[config.mk]
export PLATFORM = sky130hd
export DESIGN_NAME = branch_comp_seq
export DESIGN_NICKNAME = d
export VERILOG_FILES = /design/src/rtl/branch_comp_seq.sv
export SDC_FILE = /design/constraint.sdc
export NUM_CORES = 1
export LEC_CHECK = 0
export ABC_CLOCK_PERIOD_IN_PS = 2230
export BUFFER_PORTS_ARGS = -buffer_cell sky130_fd_sc_hd__buf_2
export CORE_MARGIN = 5
export CORE_UTILIZATION = 50
export CTS_CLUSTER_SIZE = 12
export DETAILED_ROUTE_END_ITERATION = 10
export GPL_ROUTABILITY_DRIVEN = 0
export GPL_TIMING_DRIVEN = 1
export PLACE_DENSITY = 0.76
export REMOVE_ABC_BUFFERS = 1
export SLEW_MARGIN = 40
export SYNTH_ARGS = -nofsm -noshare
export SYNTH_HDL_FRONTEND = slang
export SYNTH_SLANG_ARGS = --single-unit
[constraint.sdc]
create_clock -name clk -period 2.23 [get_ports clk]
set_clock_uncertainty 0.1 [all_clocks]
set_input_delay 0.1115 -clock clk [delete_from_list [all_inputs] [get_ports clk]]
set_output_delay 0.1115 -clock clk [all_outputs]
set_load 0.1 [all_outputs]
[src/rtl/branch_comp_seq.sv]
// Multi-cycle branch comparator: resolves BEQ/BNE/BLT/BGE/BLTU/BGEU one CHUNK_WIDTH slice per cycle, MSB first.
// Optional macro BRANCH_COMP_SEQ_EARLY_EXIT_EN: finish on the first differing slice instead of after all slices.

module branch_comp_slice #(
  parameter int CW = 8
) (
  input  logic [CW-1:0] a,
  input  logic [CW-1:0] b,
  output logic          ne,
  output logic          lt
);
  assign ne = (a != b);
  assign lt = (a < b);
endmodule

module branch_comp_seq #(
  parameter int DATA_WIDTH  = 32,
  parameter int CHUNK_WIDTH = 8
) (
  input  logic                  clk,
  input  logic                  rst,
  input  logic                  flush,
  input  logic                  in_valid,
  output logic                  in_ready,
  input  logic [DATA_WIDTH-1:0] op1,
  input  logic [DATA_WIDTH-1:0] op2,
  input  logic [2:0]            funct3,
  output logic                  out_valid,
  input  logic                  out_ready,
  output logic                  branch,
  output logic                  illegal
);
  localparam int NUM_CHUNKS = DATA_WIDTH / CHUNK_WIDTH;
  localparam int IDXW       = (NUM_CHUNKS > 1) ? $clog2(NUM_CHUNKS) : 1;
  localparam logic [IDXW-1:0] IDX_TOP = IDXW'(NUM_CHUNKS - 1);

  typedef enum logic [1:0] {IDLE, CMP, DONE} state_t;

  state_t                state;
  logic [DATA_WIDTH-1:0] a, b;
  logic [2:0]            f;
  logic [IDXW-1:0]       idx;
  logic                  diff_found, lt;

  // Slice views of the captured operands, one comparator per slice.
  logic [NUM_CHUNKS-1:0][CHUNK_WIDTH-1:0] a_s, b_s;
  logic [NUM_CHUNKS-1:0]                  s_ne, s_lt;

  assign a_s = a;
  assign b_s = b;

  for (genvar g = 0; g < NUM_CHUNKS; g++) begin : g_slice
    branch_comp_slice #(.CW(CHUNK_WIDTH)) u_slice (
      .a  (a_s[g]),
      .b  (b_s[g]),
      .ne (s_ne[g]),
      .lt (s_lt[g])
    );
  end

  // Signed compares become unsigned by flipping both sign bits at capture.
  logic                  sgn;
  logic [DATA_WIDTH-1:0] a_cap, b_cap;

  always_comb begin
    sgn   = funct3[2] & ~funct3[1];
    a_cap = op1;
    b_cap = op2;
    a_cap[DATA_WIDTH-1] = op1[DATA_WIDTH-1] ^ sgn;
    b_cap[DATA_WIDTH-1] = op2[DATA_WIDTH-1] ^ sgn;
  end

  // Next-state of the running compare, including the slice examined this cycle.
  logic hit, diff_nx, lt_nx, last, br_nx, ill_nx;

  always_comb begin
    hit     = ~diff_found & s_ne[idx];
    diff_nx = diff_found | hit;
    lt_nx   = hit ? s_lt[idx] : lt;
`ifdef BRANCH_COMP_SEQ_EARLY_EXIT_EN
    last    = (idx == '0) | hit;
`else
    last    = (idx == '0);
`endif
    ill_nx  = (f == 3'b010) | (f == 3'b011);
    br_nx   = 1'b0;
    case (f)
      3'b000:         br_nx = ~diff_nx;
      3'b001:         br_nx = diff_nx;
      3'b100, 3'b110: br_nx = lt_nx;
      3'b101, 3'b111: br_nx = ~lt_nx;
      default:        br_nx = 1'b0;
    endcase
  end

  always_ff @(posedge clk or posedge rst) begin
    if (rst) begin
      state      <= IDLE;
      in_ready   <= 1'b1;
      out_valid  <= 1'b0;
      branch     <= 1'b0;
      illegal    <= 1'b0;
      a          <= '0;
      b          <= '0;
      f          <= '0;
      idx        <= '0;
      diff_found <= 1'b0;
      lt         <= 1'b0;
    end else if (flush) begin
      // Abort wins over capture and the result handshake; branch/illegal keep their last values.
      state     <= IDLE;
      in_ready  <= 1'b1;
      out_valid <= 1'b0;
    end else begin
      case (state)
        IDLE: begin
          if (in_valid) begin
            a          <= a_cap;
            b          <= b_cap;
            f          <= funct3;
            idx        <= IDX_TOP;
            diff_found <= 1'b0;
            lt         <= 1'b0;
            in_ready   <= 1'b0;
            state      <= CMP;
          end
        end
        CMP: begin
          diff_found <= diff_nx;
          lt         <= lt_nx;
          if (last) begin
            branch    <= br_nx;
            illegal   <= ill_nx;
            out_valid <= 1'b1;
            state     <= DONE;
          end else begin
            idx <= idx - 1'b1;
          end
        end
        DONE: begin
          if (out_ready) begin
            out_valid <= 1'b0;
            in_ready  <= 1'b1;
            state     <= IDLE;
          end
        end
        default: begin
          state     <= IDLE;
          in_ready  <= 1'b1;
          out_valid <= 1'b0;
        end
      endcase
    end
  end
endmodule

==> impl_results.md <==
* Final period util at 91.5%
* NetSw at 1.35 mW
* Die span in y at 97.4 um
* Global-route wire length before repair at 15.0 mm
* Area post-placement at 4320 um2
* Cell taking the most area after synthesis: dfrtp_1
* N_diodes at 0
* Mapped Cells at 359
* P&R area growth vs syn at 37.2%
* Logic gate share of total power at 31.0%
* Post-synth EDFFs at 0
* Required time worst endpoint at 2.41 ns
* Worst Slack Setup Final at 0.190 ns
* Wire per inst at 14.0 um
* Vias/cell at 4.99
* Vias in the first global route at 3286
* DR DRC count at 0
* Compound-Gate Fraction of Synth Area at 10.6%
* Tmin final at 2.04 ns
* Clk slew on worst S/H paths at 0.08 ns
* Final WL at 8.56 mm
* Largest family of logic cells by synthesized area: simple AND/OR/NAND/NOR gates
* GRT met1 Usage at 23.8%
* Synth area leaders: dfrtp_1, ha_1, mux2_2
* Placed insts at 526
* Clock share of power at 25.7%
* Mux share of post-synthesis cell area at 10.8%
* Max-cap violations at 0
* Worst-path fanout max at 3
* Clk buf depth at 2
* Element type at the critical path end: register
* Overall Power at 4.28 mW
* CP Class: reg -> reg
* I/O pin cnt at 76
* Post-Synth Adder-Cell Area at 10.8%
* Pwr per Cell Area at 817 nW/um2
* Final Max Slew Viols at 0
* Distinct cell type count after synthesis at 38
* Final Instance Count excl. Fillers at 610
* H-tree levels at 3
* Initial Util at 52.1%
* Post-Syn Area at 3820 um2
* Top FF cell, synth: dfrtp_1
* Row count at 31
* Seq/Total Area, Yosys at 50.5%
* GR peak layer: met2
* FF+latch count, synth at 77
* Pre-CTS setup slack at 0.0907 ns
* Share of the synthesized area in the top cell type at 49.8%
* Layout Nets at 613
* Antenna-violating nets left at 0
* Arr. time, crit path at 2.22 ns
* Setup crit start kind: register
* Number of clock sinks at 77
* Design area at 5240 um2
* Worst-Skew Late Latency at 0.34 ns
* Worst vdd ir at 0.493 mV
* Endpoints failing setup at 0
* Vias at 3041
* # fillers at 517
* LEAKAGE at 2.42 nW
* Outcome: completed
* RSZ-0062 raised after global routing: false
* Slew headroom at 66.4%
* Num CTS Buffers at 9
* Worst Hold Class: in -> async
* Final Util at 71.4%
* Synth Area in XOR/XNOR at 0.459%
* Seq pwr share at 43.3%
* Total GRT Usage at 19.3%
* Dpl hpwl at 5.70 mm
* Fmax at 490 MHz
* Grt ovf at 0
* Clock root buffer: clkbuf_8
* Largest net degree at the start of global routing at 68
* Slew @ Worst Pin at 0.499 ns
* Drt first-iter violations at 138
* Post-CTS Setup Bufs at 0
* Global-route met2 utilization at 32.6%
* Post-synthesis async set-or-reset flop share at 100%
* Drt pass-1 iters at 4
* Internal at 2.93 mW
* Synthesis warning total at 0
* Final hold viol count at 0
* Initial antenna violation count at 0
* I/O Buffers at 75
* Net Sw Frac at 31.5%
* Mean Syn Cell Area at 10.6 um2
* Met3 usage at 3.73%
* CTS tree: yes
* Layout cells sized above 1 at 28.2%
* Synth Area in Simple Gates at 11.6%
* Die Wd at 97.4 um
* Die area at 9480 um2
* Core Region at 7330 um2
## cell usage after synthesis (2+ instances only)
| cell type | number |
|---|---|
| nand2_1 | 41 |
| mux2_2 | 35 |
| nor4_1 | 2 |
| nand4_1 | 10 |
| a22oi_1 | 2 |
| nor2b_1 | 5 |
| o211ai_1 | 4 |
| clkbuf_1 | 5 |
| inv_1 | 35 |
| nor2_1 | 10 |
| nor3_1 | 5 |
| ha_1 | 33 |
| dfrtp_1 | 76 |
| a21oi_1 | 18 |
| a2111oi_1 | 2 |
| mux2i_1 | 2 |
| nor3_2 | 4 |
| o21ai_0 | 34 |
| nand3_1 | 6 |
| a2111oi_0 | 2 |
| o21ai_1 | 3 |
| nand2b_1 | 3 |
| buf_2 | 7 |
## cell families after synthesis
family / after synthesis
AOI/OAI and AO/OA: 71
xor gates and xnor gates: 2
adders and majority gates: 33
buffers and inverters: 49
DFF: 77
muxes: 37
and+or+nand+nor: 90
## timing repair
action | CTS | global route
endpoints found under the setup margin | 0 | 2
hold endpoints to repair | 146 | 0
hold buffers | 70 | 0
resized for setup | 0 | 4
## layout by cell type, fill, tap and decap left out, drive strengths merged, types with 2 or more instances in the layout
cell type,Yosys,layout
dfrtp,76,76
a21oi,18,18
nand4,10,10
nand2,41,41
a2111oi,4,4
o211ai,4,4
a22oi,2,2
nor2,11,11
clkbuf,5,9
inv,36,36
ha,33,33
clkinv,0,2
nand3,6,6
buf,8,81
bufinv,0,2
nand2b,3,3
o21ai,38,38
nor3,9,9
nor4,2,2
dlygate4sd3,0,70
nor2b,5,5
mux2i,2,2
mux2,35,35
## per-layer routing
layer	wire length, um	up-vias
met2	4300	74
met3	317	19
met5	0	-
met4	251	0
li1	-	1547
met1	3700	1401
## critical path, stage by stage (launching register included)
cell	delay [ns]
dfrtp_1	0.38
ha_1	0.34
a21oi_1	0.18
nand2_1	0.09
a2111oi_2	0.40
o21ai_1	0.15
or2_1	0.24
nand4_1	0.09
## state kept, by name, indices dropped and copies added, names as in the netlist
register,flops
out_valid,1
state,2
a,32
branch,1
f,3
illegal,1
idx,2
lt,1
b,32
diff_found,1
in_ready,1
## layout make-up
class	instances	area (um2)	area share [%]
multi-input cells	233	1720	32.8
flip-flops and latches	77	1930	36.8
repair buffers	151	1130	21.6
inverters	36	135	2.58
clock buffers	9	124	2.37
clock inverters	5	77.6	1.48
well taps	99	124	2.37
## worst paths after layout
path / from / endpoint / slack (ns) / cells after the start
hold / removal: rst / a[1] / 0.07 / 3
min in group clk: in_valid / in_ready / 0.10 / 4
setup reg to reg: a[22] / branch / 0.19 / 7
max in group asynchronous: rst / in_ready / 1.39 / 4
hold reg to reg: illegal / illegal / 0.40 / 2
setup / recovery: a[22] / branch / 0.19 / 7
## power groups by stage
stage / clock network (mW) / registers (mW) / logic (mW)
floorplan: 0 / 1.92 / 0.835
global placement: 0 / 1.86 / 1.15
detailed placement: 0 / 1.88 / 1.20
CTS: 1.13 / 1.85 / 1.30
global route: 1.18 / 1.89 / 1.52
finish: 1.10 / 1.85 / 1.33
## through the flow
stage	hold slack, ns	TNS (ns)
6_report	0.0728	0
5_1_grt	0.0687	0
2_1_floorplan	0.0779	-296.95
3_3_place_gp	-0.115	0
3_5_place_dp	-0.119	0
4_1_cts	0.0649	0
(Power assumes the default switching activity.)
